`src/rtl/sram_ctrl.sv`:
```
// Bridges a single-cycle 32-bit MEM-stage request onto a 16-bit asynchronous SRAM.
// Each access runs as a low half then a high half, and the pipeline is stalled through ready.
module sram_ctrl #(
    parameter int unsigned WAIT_CYCLES = 1
) (
    input  logic        clk,
    input  logic        rst,
    input  logic        wr_en,
    input  logic        rd_en,
    input  logic [31:0] address,
    input  logic [31:0] write_data,
    output logic [31:0] read_data,
    output logic        ready,
    output logic [17:0] sram_addr,
    output logic [15:0] sram_dq_out,
    output logic        sram_dq_oe,
    input  logic [15:0] sram_dq_in,
    output logic        sram_we_n,
    output logic [1:0]  fsm_state
);

    // Request/stall handshake: the requester raises wr_en or rd_en with its operands
    // and keeps them stable until it sees ready=1. The controller captures everything
    // when it accepts in IDLE, so later changes to the inputs do not affect the access.
    // ready=1 in DONE marks completion. A request still present in DONE is only
    // accepted in the following IDLE cycle.

    typedef enum logic [1:0] {
        IDLE = 2'd0,
        LOW  = 2'd1,
        HIGH = 2'd2,
        DONE = 2'd3
    } state_t;

    localparam logic [3:0] LAST_CNT = 4'(WAIT_CYCLES);

    state_t      state;
    state_t      state_next;
    logic [3:0]  cnt;
    logic [3:0]  cnt_next;
    logic [16:0] addr_q;
    logic [31:0] data_q;
    logic        write_q;

    logic        req;
    logic        accept;
    logic        phase_last;
    logic        sample_lo;
    logic        sample_hi;
    logic        unused_addr_bits;

    assign req        = wr_en | rd_en;
    assign accept     = (state == IDLE) && req;
    assign phase_last = (cnt == LAST_CNT);
    assign sample_lo  = (state == LOW)  && !write_q && phase_last;
    assign sample_hi  = (state == HIGH) && !write_q && phase_last;
    assign fsm_state  = state;

    // Only the word index selects SRAM storage; the byte offset and upper bits are ignored.
    assign unused_addr_bits = ^{address[31:19], address[1:0]};

    always_ff @(posedge clk) begin
        if (rst) begin
            state     <= IDLE;
            cnt       <= '0;
            addr_q    <= '0;
            data_q    <= '0;
            write_q   <= 1'b0;
            read_data <= '0;
        end else begin
            state <= state_next;
            cnt   <= cnt_next;
            if (accept) begin
                addr_q  <= address[18:2];
                data_q  <= write_data;
                write_q <= wr_en;
            end
            if (sample_lo) begin
                read_data[15:0] <= sram_dq_in;
            end
            if (sample_hi) begin
                read_data[31:16] <= sram_dq_in;
            end
        end
    end

    always_comb begin
        state_next = state;
        cnt_next   = cnt;
        case (state)
            IDLE: begin
                cnt_next = '0;
                if (req) begin
                    state_next = LOW;
                end
            end
            LOW: begin
                if (phase_last) begin
                    state_next = HIGH;
                    cnt_next   = '0;
                end else begin
                    cnt_next = cnt + 4'd1;
                end
            end
            HIGH: begin
                if (phase_last) begin
                    state_next = DONE;
                    cnt_next   = '0;
                end else begin
                    cnt_next = cnt + 4'd1;
                end
            end
            DONE: begin
                state_next = IDLE;
                cnt_next   = '0;
            end
        endcase
    end

    // Strobes come straight from the registered state so they change only on clock edges.
    always_comb begin
        sram_addr   = '0;
        sram_dq_out = '0;
        sram_dq_oe  = 1'b0;
        sram_we_n   = 1'b1;
        ready       = 1'b0;
        case (state)
            IDLE: begin
                ready = !req;
            end
            LOW: begin
                sram_addr = {addr_q, 1'b0};
                if (write_q) begin
                    sram_we_n   = 1'b0;
                    sram_dq_oe  = 1'b1;
                    sram_dq_out = data_q[15:0];
                end
            end
            HIGH: begin
                sram_addr = {addr_q, 1'b1};
                if (write_q) begin
                    sram_we_n   = 1'b0;
                    sram_dq_oe  = 1'b1;
                    sram_dq_out = data_q[31:16];
                end
            end
            DONE: begin
                ready = 1'b1;
            end
        endcase
    end

endmodule

```
`config.mk`:
```
export PLATFORM = sky130hd
export DESIGN_NAME = sram_ctrl
export DESIGN_NICKNAME = d
export VERILOG_FILES = /design/src/rtl/sram_ctrl.sv
export SDC_FILE = /design/constraint.sdc
export NUM_CORES = 1
export LEC_CHECK = 0
export ABC_AREA = 0
export CORE_MARGIN = 2
export CORE_UTILIZATION = 43
export DETAILED_ROUTE_END_ITERATION = 16
export PLACE_DENSITY = 0.84
export SYNTH_ARGS = -nofsm -noshare
export SYNTH_HDL_FRONTEND = slang
export SYNTH_SLANG_ARGS = --single-unit
```
`constraint.sdc`:
```
create_clock -name clk -period 1.8 [get_ports clk]
set_input_delay 0.36 -clock clk [delete_from_list [all_inputs] [get_ports clk]]
set_output_delay 0.36 -clock clk [all_outputs]
set_load 0.01 [all_outputs]
```
; ---- Word level (Yosys, flattened, before mapping)
; Cells that the tools add are included.
[classes]
add_sub_neg = 1
eq_ne = 7
n_mux = 15
bitwise = 1
n_reduce_logical = 11
[op_table]
columns = cell, n
row1 = 18-bit one-hot mux with 2 select lines, 1
row2 = 16-bit two-way mux, 2
row3 = 16-bit one-hot mux with 2 select lines, 1
row4 = 2-bit one-hot mux with 4 select lines, 1
row5 = 4-bit one-hot mux with 2 select lines, 1
row6 = 2-bit two-way mux, 3
row7 = 2-bit inequality test (second input constant), 3
row8 = 1-bit logical AND, 5
row9 = 4-bit by 1-bit adder with 4-bit output (second input constant), 1
row10 = 2-bit == test (second input constant), 2
row11 = 4-bit by 1-bit == test with 1-bit output (second input constant), 1
row12 = 1-bit two-way mux, 4
row13 = 4-bit two-way mux, 1
row14 = 2-bit OR reduction, 2
row15 = 3-bit AND reduction, 1
row16 = 2-bit by 1-bit == test with 1-bit output (second input constant), 1
row17 = 1-bit logical NOT, 2
row18 = 2-bit logical NOT, 1
row19 = 1-bit one-hot mux with 2 select lines, 1
row20 = 1-bit OR, 1
[totals]
reg_bits = 88
input_bits = 84
word_cells = 42

; ---- Longest topological paths before layout
[logic_depth]
depth_word = 3
mapped_depth = 7
mapped_depth_nobuf = 5

; ---- Worst setup path before layout
; OpenSTA, ideal clock, no wires.
[synth_path]
path_kind = register to output
from = reg state[0], in the netlist fsm_state[0]
to = out sram_dq_out[10]
t_arrival_ps = 1579
required_time_ps = 1440
slack_ps = -139
path_stages_with_launch = 6
path_buffers = 1
cell_sequence = dfxtp_1 > inv_1 > ha_1 > nand2_1 > clkbuf_1 > nor2_1
[synth_between]
elab_chain_len = 2
elab_cells_between_ends = 3
[synth_lines]
columns = item, line
row1 = start: declaration, 37  ; state_t state;
row2 = start signal: assignment, 71  ; state <= state_next;
row3 = 2-bit == test or 2-bit by 1-bit == test with 1-bit output (tied branches), 127  ; case (state)
row4 = 16-bit one-hot mux with 2 select lines *, 127
row5 = end: declaration, 15  ; output logic [15:0] sram_dq_out,
; Mark *: on every way between the ends. The rest lies on a longest branch, timed or not.

; ---- Worst setup path in the final report
[layout_path]
from = reg state[0], in the netlist fsm_state[0]
to = out sram_addr[16]
[layout_between]
elab_chain_len = 2
elab_cells_between_ends = 3
[layout_lines]
columns = item, line
row1 = 2-bit == test or 2-bit by 1-bit == test with 1-bit output (tied branches), 127
row2 = 18-bit one-hot mux with 2 select lines *, 127
row3 = end: declaration, 14  ; output logic [17:0] sram_addr,
; Marked as above.

==> results.json <==
{
  "outcome": "finished, violations left",
  "failed_checks": "setup timing",
  "grt_max_degree": 51,
  "cts_tree": "built",
  "ys_seq_area_frac": 0.4707,
  "crit_path_top_delay_cell": "dfxtp_4",
  "synth_warnings": 0,
  "ant_nets": 0,
  "row_count": 34,
  "clock_latency_ps": 350,
  "path_class": "flop to output port",
  "ir_drop_mv": 0.5478,
  "grtUsageMet3": 0.05899,
  "wl_um": 10220,
  "port_buffers": 139,
  "cts.sinks": 88,
  "worst-endpoint-arrival_ps": 1640,
  "cts_buffer_depth": 2,
  "internal-power_mw": 4.132,
  "cp_common_cell": "buf_6",
  "cts_made_buffers": 9,
  "final.fill_count": 681,
  "slew_viol_final": 0,
  "cp_data_required_time_ps": 1440,
  "io_pins": 155,
  "diodes": 0,
  "drive_above_1_share": 0.2433,
  "clock-root-buffer": "clkbuf_8",
  "drc": 0,
  "dpl-instance-area_um2": 5404,
  "tightest_slew_ps": 469.1,
  "finalNetCount": 684,
  "period_minus_slack_ps": 2004,
  "powerDensity_nw_per_um2": 1073,
  "cp-start-kind": "flop",
  "avgSynthCellArea_um2": 8.564,
  "maxCapViolations": 0,
  "clock_skew_ps": 9.076,
  "die_x_um": 97.29,
  "rrSetupSlack_ps": 60,
  "switching_share": 0.3479,
  "stdcell_area_um2": 5906,
  "fin_crit_sh": 1.113,
  "p_leak_nw": 2.402,
  "placed_cells": 682,
  "setup_violations": 34,
  "fmax_mhz": 499.1,
  "overflow": 0,
  "grt_use_met1": 0.2344,
  "path_max_fanout": 5,
  "switchingPower_mw": 2.205,
  "wire_per_inst_um": 14.52,
  "total_power_mw": 6.336,
  "initial_core_util": 0.4355,
  "syn-num-nets": 530,
  "combPwrFrac": 0.396,
  "critPathMaxStageDelay_ps": 370,
  "syn_area_um2": 3742,
  "grt_pass1_vias": 3416,
  "crit_buf_inv": 3,
  "grt_pass1_wl_um": 15730,
  "fin_cells": 704,
  "relSlewSlack": 0.6872,
  "viasPerCell": 5.004,
  "ctsHoldBuffers": 0,
  "worst_slack_ps": -203.7,
  "drtIter0Drc": 77,
  "dp_hpwl_um": 6674,
  "rsz0062_at_grt": "true",
  "die_height_um": 97.29,
  "p_clk_frac": 0.206,
  "synth-seq-cells": 88,
  "hold_class": "primary input to flop",
  "synthCells": 437,
  "hold_violations": 0,
  "antenna_found_initial": 0,
  "clk_pin_slew_ps": 90,
  "busiest_layer": "met2",
  "htree_levels": 3,
  "cp_top_family": "buffers and inverters",
  "dr.pass1.iters": 4,
  "cp_cell_sequence": "buf_6, ha_4, o21a_4, buf_12, and2_4, buf_6",
  "core_area_um2": 8593,
  "pwr-share-seq": 0.398,
  "gp_congestion": 0.8066,
  "cp-end-kind": "output port",
  "vias": 3523,
  "syn2layout_area_growth_pct": 57.81,
  "fp.dieArea_um2": 9465,
  "synth.distinct_cells": 25,
  "grt.total_usage": 0.2021,
  "met2_usage": 0.3579
}
==> cell usage after synthesis (all sizes together) <==
cell type / instances / area [um2]
a21oi: 51 / 255.2
a22o: 1 / 8.760
a22oi: 16 / 120.1
and2: 19 / 118.9
buf: 6 / 38.79
clkbuf: 22 / 82.58
dfxtp: 88 / 1762
ha: 9 / 112.6
inv: 4 / 15.01
mux2i: 34 / 340.3
nand2: 103 / 391.6
nand2b: 52 / 325.3
nand3: 1 / 5.000
nor2: 22 / 82.58
nor4b: 1 / 23.77
o21a: 2 / 15.01
o21ai: 1 / 5.000
o21bai: 1 / 7.510
or2: 1 / 6.260
or3b: 1 / 8.760
xnor2: 1 / 8.760
xor2: 1 / 8.760
==> metrics by stage <==
stage	setup TNS, ps	worst slack, ps	utilization	hold WS (ps)
CTS	-6832	-238.3	0.6526	226.6
detailed placement	-8665	-294.1	0.6289	442.2
global route	-7756	-257.6	0.6872	232.3
global placement	-7100	-271.7	0.6289	440.2
floorplan	0	18.93	-	431.7
finish	-5392	-203.7	0.6872	240.3
==> path summary, 6_finish.rpt <==
kind	from	to	cells past startpoint
max	fsm_state[0]	sram_addr[16]	6
min	rst	write_q	2
max reg2reg	fsm_state[0]	read_data[29]	7
min reg2reg	addr_q[14]	addr_q[14]	2
==> kinds of logic (layout without fill, tap and decap cells) <==
family / count (synthesis) / count (layout) / synth area share
AOI/OAI and AO/OA: 72 / 72 / 0.1100
DFF: 88 / 88 / 0.4707
adders and majority gates: 9 / 9 / 0.03009
buffers and inverters: 32 / 191 / 0.03644
and+or+nand+nor: 200 / 200 / 0.2571
xor gates and xnor gates: 2 / 2 / 0.004682
muxes: 34 / 34 / 0.09094
==> what timing repair did <==
action / in CTS / in global routing
setup endpoints to repair: 37 / 42
buffers inserted: 1 / 0
gates resized for setup: 175 / 70
cloned: 3 / 2
pin swaps: 4 / 37
==> cells in the final DEF (no fill, tap or decap), drive strengths merged, types with 2 or more instances in the layout <==
cell           synthesis  routed
a22oi                 16      16
mux2i                 34      34
and2                  19      19
nand2b                52      52
ha                     9       9
inv                    4       8
a21oi                 51      51
buf                    6      67
o21a                   2       2
dlymetal6s2s           0       2
clkbuf                22      13
nand2                103     103
clkdlybuf4s50          0      99
dfxtp                 88      88
nor2                  22      22
==> metal layers <==
metal | part of all wire | up-vias
met3 | 0.051 | 12
met1 | 0.42 | 1671
met5 | 0 | -
met4 | 0.014 | 0
met2 | 0.52 | 107
li1 | - | 1733
==> area by class of cell <==
class	instances	area [um2]	share of cell area
clock buffer	10	137.6	0.02331
clock inverter	6	50.05	0.008475
inverter	4	22.52	0.003814
multi-input combinational	317	2082	0.3525
sequential	88	1769	0.2996
tap	108	135.1	0.02288
timing repair buffer	171	1709	0.2894
==> registers in the layout, summed over array words and instances, names as in the netlist <==
signal / cells
write_q: 1
read_data: 32
addr_q: 17
cnt: 4
data_q: 32
fsm_state: 2
==> power by group through the flow <==
stage	sequential, mW	combinational [mW]	clock [mW]
2_1_floorplan	2.49	1.08	0
3_3_place_gp	2.48	1.98	0
3_5_place_dp	2.50	2.03	0
4_1_cts	2.48	2.23	1.35
5_1_grt	2.56	2.69	1.45
6_report	2.52	2.51	1.31
No activity file was read; power rests on OpenSTA's default activity.
